### config.mk
export PLATFORM = sky130hd
export DESIGN_NAME = alu_mc_flat
export DESIGN_NICKNAME = d
export VERILOG_FILES = /design/src/rtl/alu_mc_if.sv /design/src/rtl/alu_mc.sv /design/src/flat_wrapper.sv
export SDC_FILE = /design/constraint.sdc
export NUM_CORES = 1
export LEC_CHECK = 0
export CORE_MARGIN = 2
export CORE_UTILIZATION = 30
export DETAILED_ROUTE_END_ITERATION = 6
export DONT_BUFFER_PORTS = 1
export GPL_TIMING_DRIVEN = 0
export SLEW_MARGIN = 20
export SYNTH_ARGS = -nofsm -noshare
export SYNTH_HDL_FRONTEND = slang
export SYNTH_SLANG_ARGS = --single-unit
### constraint.sdc
create_clock -name clk -period 9.18 [get_ports clk]
set_input_delay 2.754 -clock clk [delete_from_list [all_inputs] [get_ports clk]]
set_output_delay 2.754 -clock clk [all_outputs]
set_load 0.01 [all_outputs]
### src/rtl/alu_mc_if.sv
// Execute-stage ALU handshake bundle: operand/op request side and result/response side.
// The master drives requests and out_ready; the slave (the ALU) drives everything else.
interface alu_mc_if #(parameter int WIDTH = 32);
  logic             in_valid;
  logic             in_ready;
  logic [WIDTH-1:0] data1;
  logic [WIDTH-1:0] data2;
  logic [2:0]       op;
  logic             out_valid;
  logic             out_ready;
  logic [WIDTH-1:0] result;
  logic [WIDTH-1:0] hi;
  logic             zero;
  logic             busy;

  modport master (
    output in_valid, data1, data2, op, out_ready,
    input  in_ready, out_valid, result, hi, zero, busy
  );

  modport slave (
    input  in_valid, data1, data2, op, out_ready,
    output in_ready, out_valid, result, hi, zero, busy
  );
endinterface

### src/rtl/alu_mc.sv
// Multi-cycle MIPS-style ALU: single-cycle logic/arith/shift/SLT ops plus
// iterative shift-add MULU and restoring DIVU behind a valid/ready handshake.
module alu_mc #(
  parameter int WIDTH = 32
) (
  input  logic      clk,
  input  logic      reset,
  alu_mc_if.slave   bus
);
  localparam int CW = $clog2(WIDTH + 1);

  localparam logic [2:0] OP_AND  = 3'b000;
  localparam logic [2:0] OP_OR   = 3'b001;
  localparam logic [2:0] OP_ADD  = 3'b010;
  localparam logic [2:0] OP_SLT  = 3'b011;
  localparam logic [2:0] OP_MULU = 3'b100;
  localparam logic [2:0] OP_DIVU = 3'b101;
  localparam logic [2:0] OP_SUB  = 3'b110;
  localparam logic [2:0] OP_SLL  = 3'b111;

  typedef enum logic [1:0] {IDLE, BUSY, DONE} state_t;

  state_t             r_state;
  logic [CW-1:0]      r_cnt;
  logic               r_div;
  logic [WIDTH-1:0]   r_b;
  logic [WIDTH-1:0]   r_rem;
  logic [WIDTH-1:0]   r_quo;
  logic [2*WIDTH-1:0] r_acc;
  logic [WIDTH-1:0]   r_result;
  logic [WIDTH-1:0]   r_hi;
  logic               r_zero;
  logic               r_out_valid;
  logic               r_busy;

  logic [WIDTH-1:0]   w_simple;
  logic [WIDTH:0]     w_mul_sum;
  logic [2*WIDTH-1:0] w_acc_next;
  logic [WIDTH:0]     w_div_sh;
  logic [WIDTH:0]     w_div_diff;
  logic               w_div_ge;
  logic [WIDTH-1:0]   w_rem_next;
  logic [WIDTH-1:0]   w_quo_next;
  logic [WIDTH-1:0]   w_fin_lo;
  logic [WIDTH-1:0]   w_fin_hi;
  logic               w_is_iter;

  assign w_is_iter = (bus.op == OP_MULU) || (bus.op == OP_DIVU);

  always_comb begin
    w_simple = '0;
    case (bus.op)
      OP_AND:  w_simple = bus.data1 & bus.data2;
      OP_OR:   w_simple = bus.data1 | bus.data2;
      OP_ADD:  w_simple = bus.data1 + bus.data2;
      OP_SUB:  w_simple = bus.data1 - bus.data2;
      OP_SLL:  w_simple = (bus.data2 >= WIDTH'(WIDTH)) ? '0 : (bus.data1 << bus.data2);
      OP_SLT:  w_simple = {{(WIDTH-1){1'b0}}, ($signed(bus.data1) < $signed(bus.data2))};
      default: w_simple = '0;
    endcase
  end

  // Shift-add: multiplier sits in the low half and is consumed LSB first.
  assign w_mul_sum  = {1'b0, r_acc[2*WIDTH-1:WIDTH]} + (r_acc[0] ? {1'b0, r_b} : {(WIDTH+1){1'b0}});
  assign w_acc_next = {w_mul_sum, r_acc[WIDTH-1:1]};

  // Restoring step; a zero divisor always "fits", which naturally yields
  // an all-ones quotient and the dividend as remainder.
  assign w_div_sh   = {r_rem, r_quo[WIDTH-1]};
  assign w_div_diff = w_div_sh - {1'b0, r_b};
  assign w_div_ge   = (w_div_sh >= {1'b0, r_b});
  assign w_rem_next = w_div_ge ? w_div_diff[WIDTH-1:0] : w_div_sh[WIDTH-1:0];
  assign w_quo_next = {r_quo[WIDTH-2:0], w_div_ge};

  assign w_fin_lo = r_div ? w_quo_next : w_acc_next[WIDTH-1:0];
  assign w_fin_hi = r_div ? w_rem_next : w_acc_next[2*WIDTH-1:WIDTH];

  always_ff @(posedge clk or posedge reset) begin
    if (reset) begin
      r_state     <= IDLE;
      r_cnt       <= '0;
      r_div       <= 1'b0;
      r_b         <= '0;
      r_rem       <= '0;
      r_quo       <= '0;
      r_acc       <= '0;
      r_result    <= '0;
      r_hi        <= '0;
      r_zero      <= 1'b0;
      r_out_valid <= 1'b0;
      r_busy      <= 1'b0;
    end else begin
      case (r_state)
        IDLE: begin
          if (bus.in_valid) begin
            if (w_is_iter) begin
              r_state <= BUSY;
              r_busy  <= 1'b1;
              r_cnt   <= CW'(WIDTH);
              r_div   <= (bus.op == OP_DIVU);
              r_b     <= bus.data2;
              r_acc   <= {{WIDTH{1'b0}}, bus.data1};
              r_quo   <= bus.data1;
              r_rem   <= '0;
            end else begin
              r_state     <= DONE;
              r_out_valid <= 1'b1;
              r_result    <= w_simple;
              r_hi        <= '0;
              r_zero      <= (w_simple == '0);
            end
          end
        end
        BUSY: begin
          r_cnt <= r_cnt - 1'b1;
          if (r_div) begin
            r_rem <= w_rem_next;
            r_quo <= w_quo_next;
          end else begin
            r_acc <= w_acc_next;
          end
          // Last iteration retires straight into the output registers.
          if (r_cnt == CW'(1)) begin
            r_state     <= DONE;
            r_busy      <= 1'b0;
            r_out_valid <= 1'b1;
            r_result    <= w_fin_lo;
            r_hi        <= w_fin_hi;
            r_zero      <= (w_fin_lo == '0);
          end
        end
        DONE: begin
          if (bus.out_ready) begin
            r_state     <= IDLE;
            r_out_valid <= 1'b0;
          end
        end
        default: r_state <= IDLE;
      endcase
    end
  end

  assign bus.in_ready  = (r_state == IDLE) && !reset;
  assign bus.out_valid = r_out_valid;
  assign bus.busy      = r_busy;
  assign bus.result    = r_result;
  assign bus.hi        = r_hi;
  assign bus.zero      = r_zero;
endmodule
### src/flat_wrapper.sv
// flat-port wrapper written by rule: the top's interface ports become plain ports
module alu_mc_flat 
#(
  parameter int WIDTH = 32
)
  (clk, reset, bus_in_valid, bus_data1, bus_data2, bus_op, bus_out_ready, bus_in_ready, bus_out_valid, bus_result, bus_hi, bus_zero, bus_busy);
  alu_mc_if #(.WIDTH(WIDTH)) bus_i ();
  input  logic clk;
  input  logic reset;
  input wire logic [$bits(bus_i.in_valid)-1:0] bus_in_valid;
  input wire logic [$bits(bus_i.data1)-1:0] bus_data1;
  input wire logic [$bits(bus_i.data2)-1:0] bus_data2;
  input wire logic [$bits(bus_i.op)-1:0] bus_op;
  input wire logic [$bits(bus_i.out_ready)-1:0] bus_out_ready;
  output wire logic [$bits(bus_i.in_ready)-1:0] bus_in_ready;
  output wire logic [$bits(bus_i.out_valid)-1:0] bus_out_valid;
  output wire logic [$bits(bus_i.result)-1:0] bus_result;
  output wire logic [$bits(bus_i.hi)-1:0] bus_hi;
  output wire logic [$bits(bus_i.zero)-1:0] bus_zero;
  output wire logic [$bits(bus_i.busy)-1:0] bus_busy;
  assign bus_i.in_valid = bus_in_valid;
  assign bus_i.data1 = bus_data1;
  assign bus_i.data2 = bus_data2;
  assign bus_i.op = bus_op;
  assign bus_i.out_ready = bus_out_ready;
  assign bus_in_ready = bus_i.in_ready;
  assign bus_out_valid = bus_i.out_valid;
  assign bus_result = bus_i.result;
  assign bus_hi = bus_i.hi;
  assign bus_zero = bus_i.zero;
  assign bus_busy = bus_i.busy;
  alu_mc #(.WIDTH(WIDTH)) u_core (.clk(clk), .reset(reset), .bus(bus_i));
endmodule
==> metrics.md <==
| Metric | Value |
|---|---|
| GP Congestion | `1.065` |
| Post-DP Area | `22280 sq um` |
| Worst VDD drop | `0.1698 mV` |
| Top cells by area, synth | `dfrtp_1 28%, ha_1 9.9%, o21ai_0 6.8%, nand2_1 6.5%, mux2i_1 5.0%` |
| Async SR Flop Fraction | `100.0%` |
| Leading area contributor after synthesis | `dfrtp_1` |
| Count leader, synth | `nand2_1` |
| Metal2 WL | `37380 microns` |
| Fin crit period | `7682 ps` |
| Post-synthesis sequential element count | `236` |
| Die W | `268.1 microns` |
| Total number of vias | `20770` |
| DRC violation total after the first TritonRoute iteration | `2423` |
| Max clock buf depth | `3` |
| Die Span Y | `268.1 microns` |
| Min-delay src | `u_core.r_acc[63]$_DFFE_PP0P_` |
| Critical path capture point type | `register` |
| H-tree depth | `1` |
| Most frequent CP cell | `o21ai_0` |
| Fraction of layout cells with a size suffix above 1 | `5.333%` |
| Worst-Skew Late Latency | `570 ps` |
| Clk_skew | `20.37 ps` |
| Layout fillers | `7344` |
| DRC Markers | `0` |
| Post-Syn Area | `20920 sq um` |
| Post-Synthesis Cells | `2644` |
| R2R Path End | `u_core.bus.hi[2]$_DFFE_PP0P_` |
| Detailed-routed wire length on met3 | `8604 microns` |
| Setup TNS | `0 ps` |
| Lkg Pwr | `10.01 nW` |
| Max_slew headroom | `19.09%` |
| Post-CTS setup buffers | `0` |
| Netlist cell types | `81` |
| # IOs | `139` |
| Clock sink count | `236` |
| Measured slew at the worst slew-check pin | `1214 ps` |
| Post_cts resized | `0` |
| Final setup fails | `0` |
| Pin count of the biggest net entering global routing | `34` |
| CP max stage delay | `810 ps` |
| Sequential area share after synthesis | `28.23%` |
| Synth Flop Type | `dfrtp_1` |
| Top Layer Used | `met4` |
| CTS root buffer | `clkbuf_16` |
| Placed cell count | `3584` |
| Overall Power | `5.487 mW` |
| CTS tree | `built` |
| Post-DR wirelength/cell | `23.62 microns` |
| Final instance area | `23240 sq um` |
| Placeable Area | `68830 sq um` |
| Worst Path Class, Setup | `in -> reg` |
| Global-route wire length before repair | `128000 microns` |
| Final Hold Fails | `0` |
| Post-synth net total | `2884` |
| Nets | `2922` |
| Wl on met1 | `35070 microns` |
| Worst Setup SP | `bus_data2[3]` |
| Worst r2r src | `u_core.r_b[10]$_DFFE_PP0P_` |
| Initial Util | `30.39%` |
| Grt ovf | `0` |
| Post-synth EDFFs | `0` |
| Max Cap Violations | `0` |
| Port Buf Inserts | `0` |
| Final wirelength | `85770 microns` |
| Post-synth top cells | `363 x nand2_1, 284 x o21ai_0, 236 x dfrtp_1` |
| R2R Setup Slk | `4350 ps` |
| Cts hold-fix bufs | `0` |
| Reg2Reg Depth | `16` |
| Worst-path fanout max | `11` |
| Share of the synthesized area in the top cell type | `28.23%` |
| Worst min path class | `reg -> reg` |
| Mean Syn Cell Area | `7.911 sq um` |
| CP max stage cell | `o311ai_1` |
| Total CTS buffers | `27` |
| Initial antenna violation count | `3` |
| Fin crit share | `83.69%` |
| Yosys warnings | `0` |
| Worst path cell trace | `inv_1 -> clkbuf_1 -> clkbuf_1 -> ha_1 -> buf_2 -> o21ai_0 -> nor4b_1 -> o311ai_1 -> o21ai_0 -> a41oi_1 -> nand2b_1 -> a41o_1 -> a21oi_1 -> o211ai_1 -> o21ai_0 -> nand2_1` |
| Startpoint types | `primary input` |
| Std cell rows | `96` |
| Die Area | `71850 sq um` |
| Worst EP required | `9590 ps` |
| Reg clk slew, reported paths | `60 ps` |
| P&R area growth vs syn | `11.11%` |
| Fmax | `130.2 MHz` |
| Arrival time worst endpoint | `8100 ps` |
| Power per Cell Area | `236.1 nW/um^2` |
| Critical Path End | `u_core.bus.result[30]$_DFFE_PP0P_` |
| Vias/cell | `5.719` |
| Finished Layout Cells | `3632` |
| Via count of the first global-routing pass | `19930` |
| Pre-antenna DRT Iters | `7` |
| Outcome | `finished, final reports clean` |
| Final ANT Viol Nets | `0` |
| RSZ-0062 raised after global routing | `false` |
| Slew Viols, Final | `0` |
| Hpwl dp | `68990 microns` |
| Gr usage total | `23.57%` |
[worst max-delay path: cells and delay by family]
family,cells,cell delay [ps]
AOI/OAI and AO/OA,8,3180
adders and majority gates,1,360
and+or+nand+nor,3,390
buffers and inverters,4,1400
[final cells by class]
class | instances | area [sq um] | share of cell area (%)
Sequential cell | 236 | 5906 | 25.41
Buffer | 157 | 629.4 | 2.708
Tap cell | 931 | 1165 | 5.012
Timing Repair Buffer | 9 | 195.2 | 0.8398
Clock inverter | 13 | 226.5 | 0.9744
Antenna cell | 1 | 2.502 | 0.01077
Inverter | 182 | 686.9 | 2.955
Multi-Input combinational cell | 2069 | 13700 | 58.94
Clock buffer | 34 | 732.0 | 3.149
[cells by family (layout without fill, tap and decap cells)]
| group | Yosys count | in the layout | synth area share (%) |
|---|---|---|---|
| AOI/OAI and AO/OA | 851 | 851 | 25.46 |
| and+or+nand+nor | 817 | 817 | 17.63 |
| buffers and inverters | 339 | 395 | 6.275 |
| DFF | 236 | 236 | 28.23 |
| adders and majority gates | 169 | 169 | 10.25 |
| muxes | 152 | 152 | 8.799 |
| xor gates and xnor gates | 80 | 80 | 3.350 |
| other | 0 | 1 | 0 |
[where the power goes]
part	switching (mW)	internal [mW]
Sequential	0.439	1.42
Clock	0.469	0.730
Combinational	1.54	0.887
Total	2.45	3.04
[metrics by stage]
step | util [%] | worst slack [ps] | hold slack, ps
floorplan | - | 2650 | 452.6
global placement | 32.09 | 1257 | 468.9
detailed placement | 32.37 | 1287 | 473.8
CTS | 33.77 | 1870 | 487.1
global route | 33.77 | 1414 | 519.6
finish | 33.77 | 1498 | 486.6
[cells in the final DEF, fill, tap and decap left out, drive strengths merged, types with 24 or more instances in the layout]
master	synthesis	final
mux2	25	25
nor2	177	177
o31ai	41	41
mux2i	104	104
dfrtp	236	236
xnor2	58	58
clkbuf	122	156
nor3	42	42
a31oi	24	24
and2	43	43
nand3	51	51
ha	165	165
a21o	35	35
a21oi	198	198
o211ai	46	46
nand2	363	363
buf	35	44
nand2b	24	24
inv	182	181
o21ai	288	288
o21a	39	39
a211oi	29	29
[per-layer routing]
metal,vias to the layer above,global-route usage (%)
met1,9990,30.78
li1,9538,-
met3,229,5.471
met5,-,0
met2,1013,36.83
met4,0,10.92
[state kept, by name (all words and copies together) (netlist names)]
name / count
u_core.bus.busy: 1
u_core.bus.hi: 32
u_core.bus.out_valid: 1
u_core.bus.result: 32
u_core.bus.zero: 1
u_core.r_acc: 64
u_core.r_b: 32
u_core.r_cnt: 6
u_core.r_div: 1
u_core.r_quo: 32
u_core.r_rem: 32
u_core.r_state: 2
[worst min-delay path by stage]
stage	endpoint	slack, ps	depth (start not counted)
after floorplan	u_core.r_acc[63]$_DFFE_PP0P_	450	2
after global placement	u_core.r_acc[34]$_DFFE_PP0P_	470	2
after detailed placement	u_core.r_acc[63]$_DFFE_PP0P_	470	2
after CTS	u_core.r_acc[63]$_DFFE_PP0P_	490	2
after global routing	u_core.r_acc[52]$_DFFE_PP0P_	520	2
final	u_core.r_acc[63]$_DFFE_PP0P_	490	2
No activity file was read; power rests on OpenSTA's default activity.
